File: src/rtl/wiener_pkg.sv
// Shared definitions for the Wiener-filter statistics path.
package wiener_pkg;

    localparam int WIENER_CNT_W = 32;

    typedef enum logic [2:0] {
        IDLE     = 3'd0,
        STREAM   = 3'd1,
        THROTTLE = 3'd2,
        DRAIN    = 3'd3,
        DONE     = 3'd4
    } sched_state_t;

endpackage

File: src/rtl/wiener_credit_counter.sv
// Up/down saturating credit counter; flags a decrement that arrives with no credit outstanding.
module wiener_credit_counter
    import wiener_pkg::*;
#(
    parameter int MAX = 2,
    parameter int W   = $clog2(MAX + 1)
) (
    input  logic         clk,
    input  logic         rst_n,
    input  logic         inc,
    input  logic         dec,
    output logic [W-1:0] count,
    output logic [W-1:0] count_next,
    output logic         underflow
);

    localparam logic [W-1:0] MAX_C = W'(MAX);

    logic [W-1:0] count_q;
    logic [W-1:0] count_d;

    // Simultaneous inc and dec cancel; either direction holds at its rail.
    always_comb begin
        count_d   = count_q;
        underflow = 1'b0;
        if (inc && !dec) begin
            if (count_q != MAX_C) begin
                count_d = count_q + 1'b1;
            end
        end else if (dec && !inc) begin
            if (count_q == '0) begin
                underflow = 1'b1;
            end else begin
                count_d = count_q - 1'b1;
            end
        end
    end

    always_ff @(posedge clk or negedge rst_n) begin
        if (!rst_n) begin
            count_q <= '0;
        end else begin
            count_q <= count_d;
        end
    end

    assign count      = count_q;
    assign count_next = count_d;

endmodule

File: src/rtl/wiener_frame_scheduler.sv
// Cuts the pixel stream into fixed-size blocks, strobes block boundaries and
// bounds the number of blocks outstanding in the stats path.
module wiener_frame_scheduler
    import wiener_pkg::*;
#(
    parameter  int TOTAL_SAMPLES = 64,
    parameter  int MAX_INFLIGHT  = 2,
    localparam int IW            = $clog2(MAX_INFLIGHT + 1)
) (
    input  logic                    clk,
    input  logic                    rst_n,
    input  logic                    frame_start,
    input  logic [WIENER_CNT_W-1:0] blocks_per_frame,
    input  logic                    pix_valid,
    output logic                    pix_ready,
    input  logic                    block_done,
    output logic                    sample_en,
    output logic                    block_start,
    output logic                    block_end,
    output logic [WIENER_CNT_W-1:0] block_idx,
    output logic [IW-1:0]           inflight,
    output logic                    busy,
    output logic                    frame_done,
    output logic                    err_overrun
);

    localparam int SW = (TOTAL_SAMPLES > 1) ? $clog2(TOTAL_SAMPLES) : 1;
    localparam logic [SW-1:0] LAST_SAMPLE = SW'(TOTAL_SAMPLES - 1);
    localparam logic [IW-1:0] MAX_C       = IW'(MAX_INFLIGHT);

    sched_state_t            state_q, state_d;
    logic [WIENER_CNT_W-1:0] bpf_q, bpf_d;
    logic [WIENER_CNT_W-1:0] block_idx_q, block_idx_d;
    logic [SW-1:0]           sample_cnt_q, sample_cnt_d;
    logic                    err_q, err_d;
    logic                    frame_seen_q, frame_seen_d;

    logic          accept;
    logic          last_block;
    logic [IW-1:0] inflight_next;
    logic          underflow;

    assign pix_ready   = (state_q == STREAM);
    assign busy        = (state_q != IDLE);
    assign frame_done  = (state_q == DONE);
    assign accept      = pix_valid & pix_ready;
    assign sample_en   = accept;
    assign block_start = accept & (sample_cnt_q == '0);
    assign block_end   = accept & (sample_cnt_q == LAST_SAMPLE);
    assign last_block  = (block_idx_q == bpf_q - 32'd1);

    wiener_credit_counter #(
        .MAX (MAX_INFLIGHT),
        .W   (IW)
    ) u_credit (
        .clk        (clk),
        .rst_n      (rst_n),
        .inc        (block_end),
        .dec        (block_done),
        .count      (inflight),
        .count_next (inflight_next),
        .underflow  (underflow)
    );

    // Stray block_done pulses only count as overruns once a frame has been started.
    always_comb begin
        state_d      = state_q;
        bpf_d        = bpf_q;
        block_idx_d  = block_idx_q;
        sample_cnt_d = sample_cnt_q;
        frame_seen_d = frame_seen_q;
        err_d        = err_q | (underflow & frame_seen_q);

        case (state_q)
            IDLE: begin
                if (frame_start) begin
                    bpf_d        = blocks_per_frame;
                    block_idx_d  = '0;
                    sample_cnt_d = '0;
                    err_d        = 1'b0;
                    frame_seen_d = 1'b1;
                    state_d      = (blocks_per_frame == '0) ? DONE : STREAM;
                end
            end
            STREAM: begin
                if (accept) begin
                    sample_cnt_d = sample_cnt_q + 1'b1;
                end
                if (block_end) begin
                    block_idx_d = block_idx_q + 32'd1;
                    if (last_block) begin
                        state_d = DRAIN;
                    end else if (inflight_next == MAX_C) begin
                        state_d = THROTTLE;
                    end
                end
            end
            THROTTLE: begin
                if (block_done) begin
                    state_d = STREAM;
                end
            end
            DRAIN: begin
                if (inflight_next == '0) begin
                    state_d = DONE;
                end
            end
            DONE: begin
                state_d = IDLE;
            end
            default: begin
                state_d = IDLE;
            end
        endcase
    end

    always_ff @(posedge clk or negedge rst_n) begin
        if (!rst_n) begin
            state_q      <= IDLE;
            bpf_q        <= '0;
            block_idx_q  <= '0;
            sample_cnt_q <= '0;
            err_q        <= 1'b0;
            frame_seen_q <= 1'b0;
        end else begin
            state_q      <= state_d;
            bpf_q        <= bpf_d;
            block_idx_q  <= block_idx_d;
            sample_cnt_q <= sample_cnt_d;
            err_q        <= err_d;
            frame_seen_q <= frame_seen_d;
        end
    end

    assign block_idx   = block_idx_q;
    assign err_overrun = err_q;

endmodule
File: config.mk
export PLATFORM = sky130hd
export DESIGN_NAME = wiener_frame_scheduler
export DESIGN_NICKNAME = d
export VERILOG_FILES = /design/src/rtl/wiener_pkg.sv /design/src/rtl/wiener_credit_counter.sv /design/src/rtl/wiener_frame_scheduler.sv
export SDC_FILE = /design/constraint.sdc
export NUM_CORES = 1
export LEC_CHECK = 0
export BUFFER_PORTS_ARGS = -buffer_cell sky130_fd_sc_hd__buf_2
export CAP_MARGIN = 25
export CELL_PAD_IN_SITES_DETAIL_PLACEMENT = 1
export CELL_PAD_IN_SITES_GLOBAL_PLACEMENT = 2
export CORE_MARGIN = 2
export CORE_UTILIZATION = 35
export DETAILED_ROUTE_END_ITERATION = 8
export PLACE_DENSITY_LB_ADDON = 0.25
export SYNTH_ARGS = -nofsm -noshare
export SYNTH_HDL_FRONTEND = slang
export SYNTH_HIERARCHICAL = 1
export SYNTH_SLANG_ARGS = --single-unit
File: constraint.sdc
create_clock -name clk -period 3.3 [get_ports clk]
set_input_delay 0.825 -clock clk [delete_from_list [all_inputs] [get_ports clk]]
set_output_delay 0.825 -clock clk [all_outputs]
set_load 0.03 [all_outputs]
==> impl_metrics.sql <==
INSERT INTO impl_metrics (metric_group, metric, value, unit) VALUES
('status', 'outcome', 'complete, no violations', ''),
('sta', 'slew-limit-headroom', '0.665', ''),
('synth', 'synth.yosys.seq_area_share', '0.412', ''),
('routing', 'dr_total_vias', '3988', ''),
('power', 'total_power_divided_by_cell_area', '645', 'nW/µm²'),
('synth', 'flip_flop_and_latch_count_after_synthesis', '77', ''),
('cells_and_area', 'layout.cells.most_common', 'dfrtp_1', ''),
('global_routing', 'globalRoute.busiestLayer', 'met2', ''),
('routing', 'routed_wl', '13.2', 'mm'),
('synth', 'synth_flop_cell', 'dfrtp_1', ''),
('clock_tree', 'cts.htree.levels', '3', ''),
('synth', 'ys_async_sr_fraction', '1.00', ''),
('sta', 'hold_viol', '0', ''),
('power', 'peakVddDrop', '0.287', 'mV'),
('die', 'start_util', '0.356', ''),
('placement', 'detailedPlacementHpwl', '10.0', 'mm'),
('hold_path', 'worstHoldPathType', 'primary input to asynchronous set/reset pin', ''),
('sta', 'worst_pin_slew', '496', 'ps'),
('critical_path', 'cp_cell_instances', 'or4_4 -> or4_4 -> or3_1 -> nor4_1 -> xnor2_1 -> nand4_1 -> o31a_1 -> a211oi_2', ''),
('cells_and_area', 'antenna_diode_instance_count', '0', ''),
('die', 'dieWidth', '120', 'µm'),
('sta', 'rsz0062_at_grt', 'false', ''),
('critical_path', 'crit_path_max_fanout', '7', ''),
('sta', 'layout_min_cycle_time', '3040', 'ps'),
('placement', 'dp.cells', '740', ''),
('clock_tree', 'cts_setup_buffers', '0', ''),
('global_routing', 'globalRouteMet2Util', '0.320', ''),
('die', 'floorplan.core_area', '13100', 'µm²'),
('synth', 'synth_edf_count', '0', ''),
('die', 'fp.dieH', '120', 'µm'),
('critical_path', 'worst_setup_path_end_kind', 'flop', ''),
('critical_path', 'crit_slowest_cell', 'or4_4', ''),
('power', 'total_switching_power', '1310', 'µW'),
('clock_tree', 'cts_made_buffers', '9', ''),
('clock_tree', 'clock_latency', '340', 'ps'),
('power', 'sequential_power_share', '0.422', ''),
('sta', 'max_freq', '328', 'MHz'),
('placement', 'gp_congestion', '0.788', ''),
('critical_path', 'crit_path_start', 'bpf_q[17]', ''),
('sta', 'finClkSkew', '4.06', 'ps'),
('cells_and_area', 'layout.cells.most_common_list', 'dfrtp_1, buf_2, nor2_1', ''),
('critical_path', 'worst-setup-path-type', 'flop to flop', ''),
('synth', 'synth_cells', '491', ''),
('cells_and_area', 'num-nets-final', '621', ''),
('critical_path', 'stages_on_the_worst_setup_path', '8', ''),
('global_routing', 'grt_first_pass_wirelength', '21.7', 'mm'),
('clock_tree', 'ctsLongestPathBuffers', '2', ''),
('routing', 'remaining_drc_errors', '0', ''),
('synth', 'syn_area_per_cell', '9.52', 'µm²'),
('routing', 'vias_per_cell', '5.28', ''),
('synth', 'synth_warnings', '6', ''),
('routing', 'routed_wire_per_std_cell', '17.5', 'µm'),
('clock_tree', 'tritoncts_clock_tree', 'yes', ''),
('clock_tree', 'clkTransAtPathRegs', '60', 'ps'),
('power', 'p_int', '2320', 'µW'),
('global_routing', 'grt_usage', '0.196', ''),
('sta', 'setup_viol_count_final', '0', ''),
('critical_path', 'worstPathRequired', '3560', 'ps'),
('critical_path', 'worst-r2r-cell-count', '8', ''),
('critical_path', 'critical_path.top_delay_family', 'simple AND/OR/NAND/NOR gates', ''),
('power', 'netSwitchingFraction', '0.360', ''),
('die', 'placementRows', '42', ''),
('global_routing', 'gr-total-overflow', '0', ''),
('global_routing', 'first_global_vias', '4127', ''),
('cells_and_area', 'final_layout_size_suffix_gt1_frac', '0.264', ''),
('global_routing', 'grtUsageMet3', '0.0333', ''),
('clock_tree', 'cts.sinks', '77', ''),
('global_routing', 'grt_antenna_before_repair', '0', ''),
('die', 'floorplan.die_area', '14300', 'µm²'),
('synth', 'ys_types', '58', ''),
('sta', 'final.setup.tns', '0', 'ps');
[state kept, by name (all words and copies together) (netlist names)]
name and count:
block_idx 32, bpf_q 32, err_overrun 1, frame_seen_q 1
sample_cnt_q 6, state_q 3, u_credit/count 2
[routing by layer]
metal  vias to the layer above  part of all wire
met5                         -                 0
met4                         0             0.016
met3                        13             0.032
met2                        68              0.47
met1                      1999              0.48
li1                       1908                 -
[stage by stage]
step / total power (µW) / instance area, µm² / hold WS (ps)
after global routing: 3870 / 5610 / 442
after global placement: 2640 / 5310 / 453
after floorplan: 2330 / 4670 / 440
after detailed placement: 2690 / 5310 / 466
after CTS: 3670 / 5590 / 479
final: 3620 / 5610 / 421
[final timing paths]
kind,to,slack [ps]
min reg2reg,frame_seen_q,480
min,block_idx[9],420
max in group asynchronous,sample_cnt_q[0],2280
max reg2reg,state_q[1],260
min in group clk,frame_seen_q,480
max,state_q[1],260
[power by group through the flow]
stage | combinational, µW | sequential [µW] | clock, µW
finish | 1150 | 1530 | 946
global route | 1280 | 1580 | 1020
CTS | 1160 | 1530 | 979
detailed placement | 1150 | 1540 | 0
global placement | 1120 | 1530 | 0
floorplan | 902 | 1430 | 0
[worst register-to-register path: cells and delay by family, from the launching register on]
kind            cells  cell delay (ps)
compound gates      2              460
xor+xnor            1              170
flops               1              440
simple gates        5             1890
[cells in the mapped netlist (2+ instances only)]
| master | n | area [µm²] |
|---|---|---|
| and3_1 | 7 | 43.8 |
| nor3b_1 | 3 | 22.5 |
| nand4_1 | 10 | 62.6 |
| xor2_1 | 33 | 289 |
| a211oi_1 | 3 | 22.5 |
| nor4_4 | 2 | 42.5 |
| or4b_2 | 2 | 20.0 |
| nand3_1 | 16 | 80.1 |
| nor3_1 | 19 | 95.1 |
| nor4_1 | 13 | 81.3 |
| nor2b_1 | 2 | 12.5 |
| ha_1 | 8 | 100 |
| nor2_1 | 55 | 206 |
| clkbuf_1 | 8 | 30.0 |
| dfrtp_1 | 77 | 1930 |
| buf_1 | 4 | 15.0 |
| nand2_1 | 37 | 139 |
| mux2i_1 | 10 | 100 |
| and4_1 | 3 | 26.3 |
| buf_2 | 2 | 10.0 |
| xnor2_1 | 33 | 289 |
| o21ai_0 | 21 | 105 |
| nor4b_1 | 2 | 17.5 |
| a21oi_1 | 14 | 70.1 |
| or4_1 | 3 | 22.5 |
| nand3b_1 | 2 | 15.0 |
| or2_2 | 2 | 12.5 |
| inv_1 | 16 | 60.1 |
| or3_2 | 4 | 30.0 |
| mux2_2 | 30 | 338 |
| o31ai_1 | 4 | 30.0 |
| o211ai_1 | 3 | 22.5 |
| or3_1 | 17 | 106 |
| or4_4 | 2 | 22.5 |
[layout make-up]
cell class | count | area, µm²
fill | 1556 | 7520
multi-input combinational | 382 | 2630
sequential | 77 | 1930
timing repair buffer | 89 | 498
clock buffer | 14 | 274
tap | 176 | 220
inverter | 17 | 63.8
clock inverter | 1 | 5.00
[cells by family after synthesis]
family / count (synthesis) / share of synthesized area
AO/OA/AOI/OAI: 55 / 0.0720
XOR/XNOR: 66 / 0.124
adder cells (fa/ha/maj): 8 / 0.0214
buffers and inverters: 32 / 0.0278
flip-flops: 77 / 0.412
multiplexers: 40 / 0.0937
AND/OR/NAND/NOR: 213 / 0.249
No activity file was read; power rests on OpenSTA's default activity.
